### src/rtl/mips_multicycle_ctrl.sv
// Multicycle MIPS control FSM: Moore state decode plus PC write enable.
// Define MIPS_CTRL_BNE_EN to route bne through the branch state.
module mips_multicycle_ctrl (
  input  logic       clk,
  input  logic       reset,
  input  logic [5:0] op,
  input  logic [5:0] funct,
  input  logic       zero,
  output logic       iord,
  output logic       memwrite,
  output logic       irwrite,
  output logic       regdst,
  output logic       memtoreg,
  output logic       regwrite,
  output logic       alusrca,
  output logic [1:0] alusrcb,
  output logic [1:0] pcsrc,
  output logic       pcen,
  output logic [3:0] aluop,
  output logic [3:0] state
);

  typedef enum logic [3:0] {
    FETCH   = 4'd0,
    DECODE  = 4'd1,
    MEMADR  = 4'd2,
    MEMRD   = 4'd3,
    MEMWB   = 4'd4,
    MEMWR   = 4'd5,
    RTYPEEX = 4'd6,
    RTYPEWB = 4'd7,
    BEQEX   = 4'd8,
    ADDIEX  = 4'd9,
    ADDIWB  = 4'd10,
    JEX     = 4'd11
  } state_t;

  localparam logic [5:0] OP_LW   = 6'b100011;
  localparam logic [5:0] OP_SW   = 6'b101011;
  localparam logic [5:0] OP_RTYP = 6'b000000;
  localparam logic [5:0] OP_BEQ  = 6'b000100;
  localparam logic [5:0] OP_BNE  = 6'b000101;
  localparam logic [5:0] OP_ADDI = 6'b001000;
  localparam logic [5:0] OP_J    = 6'b000010;

  localparam logic [3:0] ALU_ADD = 4'b0000;
  localparam logic [3:0] ALU_SUB = 4'b0010;
  localparam logic [3:0] ALU_AND = 4'b0100;
  localparam logic [3:0] ALU_OR  = 4'b0101;
  localparam logic [3:0] ALU_XOR = 4'b0110;
  localparam logic [3:0] ALU_NOR = 4'b0111;
  localparam logic [3:0] ALU_SLT = 4'b1010;

  state_t     cur;
  state_t     nxt;
  logic       pcwrite;
  logic       branch;
  logic       is_bne;
  logic       funct_ok;
  logic [3:0] rtype_alu;

`ifdef MIPS_CTRL_BNE_EN
  assign is_bne = (op == OP_BNE);
`else
  assign is_bne = 1'b0;
`endif

  always_ff @(posedge clk) begin
    if (reset) cur <= FETCH;
    else       cur <= nxt;
  end

  always_comb begin
    funct_ok  = 1'b1;
    rtype_alu = ALU_ADD;
    case (funct)
      6'b100000: rtype_alu = ALU_ADD;
      6'b100010: rtype_alu = ALU_SUB;
      6'b100100: rtype_alu = ALU_AND;
      6'b100101: rtype_alu = ALU_OR;
      6'b100110: rtype_alu = ALU_XOR;
      6'b100111: rtype_alu = ALU_NOR;
      6'b101010: rtype_alu = ALU_SLT;
      default:   funct_ok  = 1'b0;
    endcase
  end

  always_comb begin
    nxt = FETCH;
    case (cur)
      FETCH:   nxt = DECODE;
      DECODE: begin
        if (op == OP_LW || op == OP_SW) nxt = MEMADR;
        else if (op == OP_RTYP)         nxt = RTYPEEX;
        else if (op == OP_BEQ)          nxt = BEQEX;
        else if (is_bne)                nxt = BEQEX;
        else if (op == OP_ADDI)         nxt = ADDIEX;
        else if (op == OP_J)            nxt = JEX;
        else                            nxt = FETCH;
      end
      MEMADR:  nxt = (op == OP_SW) ? MEMWR : MEMRD;
      MEMRD:   nxt = MEMWB;
      // illegal funct aborts before writeback
      RTYPEEX: nxt = funct_ok ? RTYPEWB : FETCH;
      ADDIEX:  nxt = ADDIWB;
      default: nxt = FETCH;
    endcase
  end

  always_comb begin
    iord     = 1'b0;
    memwrite = 1'b0;
    irwrite  = 1'b0;
    regdst   = 1'b0;
    memtoreg = 1'b0;
    regwrite = 1'b0;
    alusrca  = 1'b0;
    alusrcb  = 2'b00;
    pcsrc    = 2'b00;
    aluop    = ALU_ADD;
    pcwrite  = 1'b0;
    branch   = 1'b0;
    case (cur)
      FETCH: begin
        alusrcb = 2'b01;
        irwrite = 1'b1;
        pcwrite = 1'b1;
      end
      DECODE:  alusrcb = 2'b11;
      MEMADR, ADDIEX: begin
        alusrca = 1'b1;
        alusrcb = 2'b10;
      end
      MEMRD:   iord = 1'b1;
      MEMWB: begin
        memtoreg = 1'b1;
        regwrite = 1'b1;
      end
      MEMWR: begin
        iord     = 1'b1;
        memwrite = 1'b1;
      end
      RTYPEEX: begin
        alusrca = 1'b1;
        aluop   = rtype_alu;
      end
      RTYPEWB: begin
        regdst   = 1'b1;
        regwrite = 1'b1;
      end
      BEQEX: begin
        alusrca = 1'b1;
        aluop   = ALU_SUB;
        pcsrc   = 2'b01;
        branch  = 1'b1;
      end
      ADDIWB:  regwrite = 1'b1;
      JEX: begin
        pcsrc   = 2'b10;
        pcwrite = 1'b1;
      end
      default: ;
    endcase
  end

  assign pcen  = pcwrite | (branch & (is_bne ? ~zero : zero));
  assign state = cur;

endmodule

### config.mk
export PLATFORM = sky130hd
export DESIGN_NAME = mips_multicycle_ctrl
export DESIGN_NICKNAME = d
export VERILOG_FILES = /design/src/rtl/mips_multicycle_ctrl.sv
export SDC_FILE = /design/constraint.sdc
export NUM_CORES = 1
export LEC_CHECK = 0
export CORE_MARGIN = 1
export CORE_UTILIZATION = 34
export DETAILED_ROUTE_END_ITERATION = 7
export GPL_TIMING_DRIVEN = 0
export PLACE_DENSITY = 0.82
export SYNTH_ARGS = -nofsm -noshare
export SYNTH_HDL_FRONTEND = slang
export SYNTH_SLANG_ARGS = --single-unit
### constraint.sdc
create_clock -name clk -period 2.5 [get_ports clk]
set_clock_uncertainty 0.05 [all_clocks]
set_input_delay 0.75 -clock clk [delete_from_list [all_inputs] [get_ports clk]]
set_output_delay 0.75 -clock clk [all_outputs]
set_load 0.05 [all_outputs]
Word-level counts from Yosys, hierarchy flattened
Index checks and enable logic that the tools add are counted.
{"block": "word_totals", "ram_bits": 0, "latchBits": 0, "romBits": 0, "input_bits": 15, "out_inout_bits": 20, "n_memories": 0, "reg_bits": 4}
{"block": "classes", "n_lt_le_gt_ge": 0, "eq_ne": 23, "multipliers": 0, "bitwise": 2, "n_div": 0, "n_reduce_logical": 9, "addsub": 0, "n_mux": 22, "shift": 0}
{"operator": "6-bit == test (second input constant)", "n": 9}
{"operator": "4-bit one-hot mux with 6 select lines", "n": 2}
{"operator": "4-bit 2-to-1 mux", "n": 5}
{"operator": "4-bit by 3-bit == test with 1-bit output (second input constant)", "n": 4}
{"operator": "4-bit == test (second input constant)", "n": 4}
{"operator": "1-bit 2-to-1 mux", "n": 10}
{"operator": "4-bit by 2-bit == test with 1-bit output (second input constant)", "n": 2}
{"operator": "4-bit one-hot mux with 2 select lines", "n": 1}
{"operator": "7-bit OR reduction", "n": 1}
{"operator": "6-bit by 2-bit == test with 1-bit output (second input constant)", "n": 1}
{"operator": "6-bit by 3-bit == test with 1-bit output (second input constant)", "n": 1}
{"operator": "6-bit by 4-bit == test with 1-bit output (second input constant)", "n": 1}
{"operator": "6-bit logical NOT", "n": 1}
{"operator": "3-bit 2-to-1 mux", "n": 2}
{"operator": "2-bit one-hot mux with 3 select lines", "n": 1}
{"operator": "2-bit OR reduction", "n": 3}
{"operator": "4-bit by 1-bit == test with 1-bit output (second input constant)", "n": 1}
{"operator": "4-bit logical NOT", "n": 1}
{"operator": "2-bit one-hot mux with 2 select lines", "n": 1}
{"operator": "4-bit OR reduction", "n": 1}
{"operator": "3-bit OR reduction", "n": 1}
{"operator": "1-bit bitwise AND", "n": 1}
{"operator": "1-bit logical OR", "n": 1}
{"operator": "1-bit bitwise OR", "n": 1}

Longest topological paths before layout
{"block": "logic_depth", "ltp_word": 7, "depth_mapped": 6, "depth_no_buf": 4}

Least setup slack after synthesis
No wires, ideal clock.
{"block": "synth_path", "path_kind": "register to output", "startpoint": "reg cur[2], in the netlist state[2]", "endpoint": "out aluop[3]", "path_slack_ps": -817, "n_path_buf": 1, "required_time_ps": 1700, "arrival_time_ps": 2517, "stages_incl_launch_ff": 4, "cell_sequence": "dfxtp_1 -> buf_6 -> nand4bb_1 -> nor4_1"}
{"block": "synth_between", "elab_chain_cells": 2, "word_cells_on_any_way": 3}
{"element": "start: declaration", "line": "54", "text": "state_t cur;"}
{"element": "start signal: assignment", "line": "70", "text": "else cur <= nxt;"}
{"element": "4-bit == test or 4-bit by 3-bit == test with 1-bit output (tied branches)", "line": "123", "text": "case (cur)"}
{"element": "4-bit one-hot mux with 2 select lines (*)", "line": "123"}
{"element": "end: declaration", "line": "19", "text": "output logic [3:0] aluop,"}
Every way passes the cells marked *; elsewhere a longest branch is shown, timed or not.

Final worst setup path
{"block": "layout_path", "startpoint": "in funct[2]", "endpoint": "out aluop[0]"}
{"block": "layout_between", "elab_chain_cells": 3, "word_cells_on_any_way": 8}
{"element": "start: declaration", "line": "7", "text": "input logic [5:0] funct,"}
{"element": "6-bit == test", "line": "76", "text": "case (funct)"}
{"element": "4-bit one-hot mux with 6 select lines (*)", "line": "76"}
{"element": "4-bit one-hot mux with 2 select lines (*)", "line": "123"}
Marked as above.

==> qor.csv <==
stage,metric,value,unit
logic_synthesis,Async SR Flop Fraction,0,%
sta,Final Max Slew Viols,0,
clock_network,CTS tree,yes,
sta,Fin. Hold Viols,0,
final_layout,layout cells sized above 1,47.9,%
clock_network,Clock Sink Count,4,
logic_synthesis,Netlist cell types,34,
sta,minimum clock period,2630,ps
placement,Final Wtd Congestion,0.792,
grt,initial antenna violation count,0,
final_layout,max reg flops,4,
logic_synthesis,net count after synthesis,89,
clock_network,Max clock buf depth,2,
min_path,Hold Crit Start,state[3]$_SDFF_PP0_,
grt,largest net degree at the start of global routing,11,
sta,Setup TNS,-273,ps
flow_run,Max-Cap Viols,0,
drt,DRC viols,0,
critical_path,FF-to-FF End,state[0]$_SDFF_PP0_,
drt,1st-pass router iterations,4,
logic_synthesis,"Seq/Total Area, Yosys",15.6,%
critical_path,critical path arrival,1830,ps
grt,Tot GR Track Use,21.2,%
critical_path,worst stage delay on the critical path,360,ps
drt,Final ANT Viol Nets,0,
drt,routed wire length,1.66,mm
critical_path,CP Data Required Time,1700,ps
drt,vias,733,
floorplan,Site Rows,13,
floorplan,Initial Utilization,38.1,%
grt,first-pass GRT wire length,2.33,mm
critical_path,RR Startpoint,state[2]$_SDFF_PP0_,
sta,Final WS setup,-127,ps
placement,Detailed Place HPWL,1.24,mm
min_path,Min-Delay Path Class,flip-flop to flip-flop,
power,Leak Pwr,0.433,nW
critical_path,cell chain of the critical path,"buf_8, nand2b_4, a2111oi_4, and2_4, and2_4, buf_8",
final_layout,FF/Latch Area,83.8,um^2
run_status,violated checks,negative setup slack,
floorplan,chip height,40.9,um
sta,setup violators final,3,
clock_network,Root Driver,clkbuf_4,
logic_synthesis,Mapped Area,514,um^2
grt,remaining global-route overflow,0,
placement,I/O Buffers,34,
clock_network,clk slew on worst S/H paths,40,ps
min_path,hold path endpoint,state[1]$_SDFF_PP0_,
logic_synthesis,dominant synthesized flop cell,dfxtp_1,
run_status,status,"finished, violations left",
floorplan,die area,1670,um^2
critical_path,Critical Path Source Type,input port,
power,Max rail drop VDD,0.000205,V
critical_path,CP max FO,3,
sta,final period utilization,105,%
floorplan,Die W,40.9,um
sta,max frequency,381,MHz
power,cell area power density,259,nW/um^2
sta,minimum hold slack,505,ps
floorplan,Ports,35,
logic_synthesis,Post-synth EDFFs,0,
drt,vias per inst,5.47,
clock_network,Clock Latency Late Sink,240,ps
logic_synthesis,Mapped Cells,74,
sta,RSZ-0062 raised after global routing,yes,
drt,Detailed Route Iter0 Violations,14,
final_layout,multi-input logic area,519,um^2
sta,Worst-Margin Slew,503,ps
drt,drt wl/cell,12.4,um
clock_network,# hold bufs at CTS,0,
grt,vias in the first global route,555,
final_layout,filler cell count,102,
clock_network,TritonCTS buffer count,3,
critical_path,slowest CP cell,a2111oi_4,
final_layout,Final nets,136,
final_layout,Diodes inserted,0,
sta,Relative slew margins,66.4,%
critical_path,Worst setup EP type,output pin,
critical_path,r2r worst-path depth,6,
critical_path,Crit Path Class,input port to output pin,
critical_path,FF-to-FF setup slack,710,ps
min_path,worst hold path cell count,2,
logic_synthesis,Yosys warnings,0,
final_layout,area grow syn2layout,106,%
clock_network,H-tree Lvls,1,
logic_synthesis,Yosys reg bits,4,
logic_synthesis,Mean Syn Cell Area,6.95,um^2
floorplan,Core Area,1350,um^2
[worst max path at each step]
stage	startpoint	to	slack, ps
final	funct[2]	aluop[0]	-130
after global routing	funct[2]	aluop[0]	-170
after CTS	funct[2]	aluop[0]	-180
after detailed placement	funct[2]	aluop[0]	-1270
after global placement	funct[2]	aluop[0]	-1270
after floorplan	funct[4]	aluop[3]	-260
[power by group]
group / leakage [nW] / switching (mW) / internal [mW]
registers: 0.0341 / 0.00211 / 0.0663
clock network: 0.0138 / 0.0269 / 0.0537
logic: 0.385 / 0.0713 / 0.0543
total: 0.433 / 0.100 / 0.174
[cells in the mapped netlist (2+ instances only)]
cell type	instances	area share (%)
nor2_1	11	8.0
nand2b_1	7	8.5
nand3_1	5	4.9
o21ai_0	5	4.9
dfxtp_1	4	16
nand2_1	4	2.9
a21oi_1	3	2.9
nor3_1	3	2.9
a21o_1	2	2.9
a31oi_1	2	2.4
and2_1	2	2.4
buf_6	2	4.4
nor4_1	2	2.4
xor2_1	2	3.4
[critical path: cells and delay by family]
family	cells	cell delay (ps)
AND/OR/NAND/NOR	3	480
AO/OA/AOI/OAI	1	360
buffers and inverters	2	230
[kinds of logic after synthesis]
| group | count (synthesis) | synth area share, % |
|---|---|---|
| xor gates and xnor gates | 2 | 3.41 |
| DFF | 4 | 15.6 |
| AOI/OAI and AO/OA | 19 | 26.0 |
| muxes | 1 | 1.95 |
| and+or+nand+nor | 43 | 46.5 |
| buffers and inverters | 5 | 6.57 |
[final cells by class]
cell class	count	area share [%]
multi-input combinational	65	49.0
timing repair buffer	42	35.8
sequential	4	7.91
buffer	4	3.07
clock buffer	3	2.13
tap	15	1.77
inverter	1	0.354
[layer usage]
| metal | wire [um] | GRT usage (%) |
|---|---|---|
| met1 | 729 | 24.8 |
| met3 | 113 | 4.89 |
| met4 | 16 | 10.0 |
| met2 | 801 | 35.9 |
| met5 | 0 | 0 |
[stage by stage]
stage	cells	util, %	setup slack [ps]	power (mW)	cell area (um^2)
after floorplan	74	-	-258	0.142	628
after global placement	123	73.1	-1270	0.191	987
after detailed placement	123	73.1	-1270	0.193	987
after CTS	130	76.5	-182	0.270	1030
after global routing	134	78.5	-168	0.289	1060
final	134	78.5	-127	0.275	1060
[repair_timing]
action,CTS,global route
pin swaps,2,2
buffers inserted,4,4
endpoints found under the setup margin,16,13
resized for setup,78,23
[cell usage in the layout, fill, tap and decap left out, types with 2 or more instances in the layout]
cell type	netlist	final
a21oi_2	1	2
a31oi_1	2	2
and2_4	0	2
buf_2	0	3
buf_4	0	8
buf_6	2	6
buf_8	0	4
clkbuf_2	0	8
clkbuf_4	0	3
clkdlybuf4s15_1	0	2
clkdlybuf4s50_1	0	12
dfxtp_2	0	3
dlygate4sd2_1	0	2
nand2_1	4	4
nand2b_1	7	5
nand3_1	5	5
nor2_1	11	9
nor3_4	0	2
o21ai_0	5	4
xor2_1	2	2
(Power assumes the default switching activity.)
==> RTL edit (config.mk and constraints unchanged) <==
Put a register stage on the output `regwrite`, cleared by the reset. The value now appears one clock later. The other outputs are not delayed to match.
--- a/src/rtl/mips_multicycle_ctrl.sv
+++ b/src/rtl/mips_multicycle_ctrl.sv
@@ -50,6 +50,8 @@
   localparam logic [3:0] ALU_XOR = 4'b0110;
   localparam logic [3:0] ALU_NOR = 4'b0111;
   localparam logic [3:0] ALU_SLT = 4'b1010;
+
+  logic regwrite_d;
 
   state_t     cur;
   state_t     nxt;
@@ -113,7 +115,7 @@
     irwrite  = 1'b0;
     regdst   = 1'b0;
     memtoreg = 1'b0;
-    regwrite = 1'b0;
+    regwrite_d = 1'b0;
     alusrca  = 1'b0;
     alusrcb  = 2'b00;
     pcsrc    = 2'b00;
@@ -134,7 +136,7 @@
       MEMRD:   iord = 1'b1;
       MEMWB: begin
         memtoreg = 1'b1;
-        regwrite = 1'b1;
+        regwrite_d = 1'b1;
       end
       MEMWR: begin
         iord     = 1'b1;
@@ -146,7 +148,7 @@
       end
       RTYPEWB: begin
         regdst   = 1'b1;
-        regwrite = 1'b1;
+        regwrite_d = 1'b1;
       end
       BEQEX: begin
         alusrca = 1'b1;
@@ -154,7 +156,7 @@
         pcsrc   = 2'b01;
         branch  = 1'b1;
       end
-      ADDIWB:  regwrite = 1'b1;
+      ADDIWB:  regwrite_d = 1'b1;
       JEX: begin
         pcsrc   = 2'b10;
         pcwrite = 1'b1;
@@ -166,5 +168,13 @@
   assign pcen  = pcwrite | (branch & (is_bne ? ~zero : zero));
   assign state = cur;
 
+  always_ff @(posedge clk) begin
+    if (reset) begin
+      regwrite <= '0;
+    end else begin
+      regwrite <= regwrite_d;
+    end
+  end
+
 endmodule
 
Check against the original RTL: not equivalent (Yosys sat finds a counterexample within 4 cycles, from zero or initial values and one cycle with reset high).
==> RTL edit against the unedited design <==
  * The run still ends with negative setup slack left
  * Utilization shrank 6.1 points
  * Final area is 6.6% lower
  * Synthesized cell count shrank 5.4%
  * Fmax up 4.9%
  * Hold slack better by 0.037 ns
  * Routed wire length down 2.8%
  * Worst setup slack improved by 0.12 ns
  * Sequential cell count is 1 higher
  * Synthesized area rose by 1.2%
  * Power is 8.0% higher
  * Non-clock buffer count shrank 5
  * Largest power group unchanged
==> RTL edit: results (changes against the unedited design) <==
Status: finished, violations left
Failing checks: negative setup slack
Multi-input combinational area share: 45.64% (-3.4 points)
Sequential element share of the synthesized area: 19.23% (+3.7 points)
Drt first pass iters: 4 (unchanged)
GRT Overall Usage: 22.02% (+0.81 points)
Clock Buffer Count: 4 (+1)
Worst path slowest cell: nor4_4
Detailed-placement wirelength estimate: 1235 um (-0.49%)
Final Setup Violations: 1 (-2)
Final-report max-slew violation count: 0 (unchanged)
Multi-In Gates: 59 (-9.2%)
Routability cong.: 0.7636 (-3.6%)
Final core occ: 72.44% (-6.1 points)
Placed instance area: 952.2 sq um (-3.5%)
Crit Path Max Fanout: 4 (+1)
Sequential cells: 5 (+1)
Delay-heaviest family, CP: simple AND/OR/NAND/NOR gates
Mapped Cells: 70 (-5.4%)
Worst path max stage delay: 0.31 ns (-0.05 ns)
Non-clock buffer share: 37.93% (-0.92 points)
Non-clock buffer count in the final layout: 41 (-11%)
Peak supply drop: 0.2023 mV (-1.5%)
FILL cells: 111 (+8.8%)
Register area: 102.6 sq um (+22%)
Pin count of the biggest net entering global routing: 11 (unchanged)
DP Worst Slack: -1.147 ns (+0.1281 ns)
Worst Max-Slew Pin Slew: 0.5245 ns (+0.02144 ns)
Setup ws final: -0.004661 ns (+0.1219 ns)
Layout clock area frac: 2.655% (+0.53 points)
Syn Nets: 85 (-4.5%)
Routed WL: 1615 um (-2.8%)
Chip Width: 41.13 um (+0.57%)
Vias/cell: 5.349 (-2.2%)
Total gr overflow: 0 (unchanged)
CP arrival: 1.70 ns (-0.13 ns)
Non-CTS inverters: 2 (+1)
First-pass GRT wire length: 2387 um (+2.7%)
Synth cell count leaders: nor2_1, dfxtp_1, nand2_1, nor3_1
I/O Buffers: 34 (unchanged)
Setup TNS: -0.004661 ns (+0.2684 ns)
Initial drt markers: 12 (-2)
DP Cell Count: 119 (-3.3%)
Vias: 674 (-8.0%)
Unique masters post-synth: 36 (+5.9%)
Leak: 0.4104 nW (-5.1%)
Pint: 0.1910 mW (+9.6%)
Clock transition at path regs: 0.05 ns
Hold Path Class: reg2reg
Net count reported at finish: 127 (-6.6%)
Top cells by area, synth: dfxtp_1, nor2_1, a31oi_1
Share of cells above drive strength 1: 39.64% (-8.3 points)
Number of global-route vias before repair: 549 (-1.1%)
[RTL edit: power by group through the flow]
stage          clock [mW]  combinational, mW  sequential [mW]
5_1_grt             0.102              0.121           0.0843
3_5_place_dp            0              0.117           0.0855
2_1_floorplan           0             0.0606           0.0925
4_1_cts             0.101              0.114           0.0841
6_report           0.0988              0.114           0.0843
3_3_place_gp            0              0.115           0.0855
[RTL edit: kinds of logic (layout without fill, tap and decap cells)]
group | after synthesis | count (layout) | synth area share, %
DFF | 5 | 5 | 19.23
buffers and inverters | 6 | 47 | 6.008
xor gates and xnor gates | 2 | 2 | 3.366
and+or+nand+nor | 41 | 41 | 49.76
AOI/OAI and AO/OA | 15 | 15 | 19.71
muxes | 1 | 1 | 1.923
[RTL edit: path summary, 6_finish.rpt]
check	from	to	slack [ns]	cells past startpoint
max	funct[5]	aluop[0]	-0.005	6
max reg2reg	state[0]	state[1]	1.05	4
min reg2reg	state[2]	state[1]	0.54	3
min	state[2]	state[1]	0.54	3
[RTL edit: routing by layer]
metal / vias to the layer above / routed length [um] / global-route usage, %
met5: - / 0 / 0
met4: 0 / 29 / 12.10
met3: 3 / 59 / 3.261
met2: 26 / 816 / 36.33
met1: 307 / 709 / 27.01
li1: 338 / - / -
[RTL edit: repair_timing]
item / in CTS / in global routing
gates resized for setup: 67 / 9
endpoints found under the setup margin: 15 / 7
buffers inserted: 1 / 2
pin swaps: 4 / 3
[RTL edit: worst register-to-register path, stage by stage, from the launching register on]
cell and delay [ns]:
dfxtp_1 0.33, nand2b_1 0.22, or2_1 0.28, o32a_1 0.35, a31oi_1 0.15
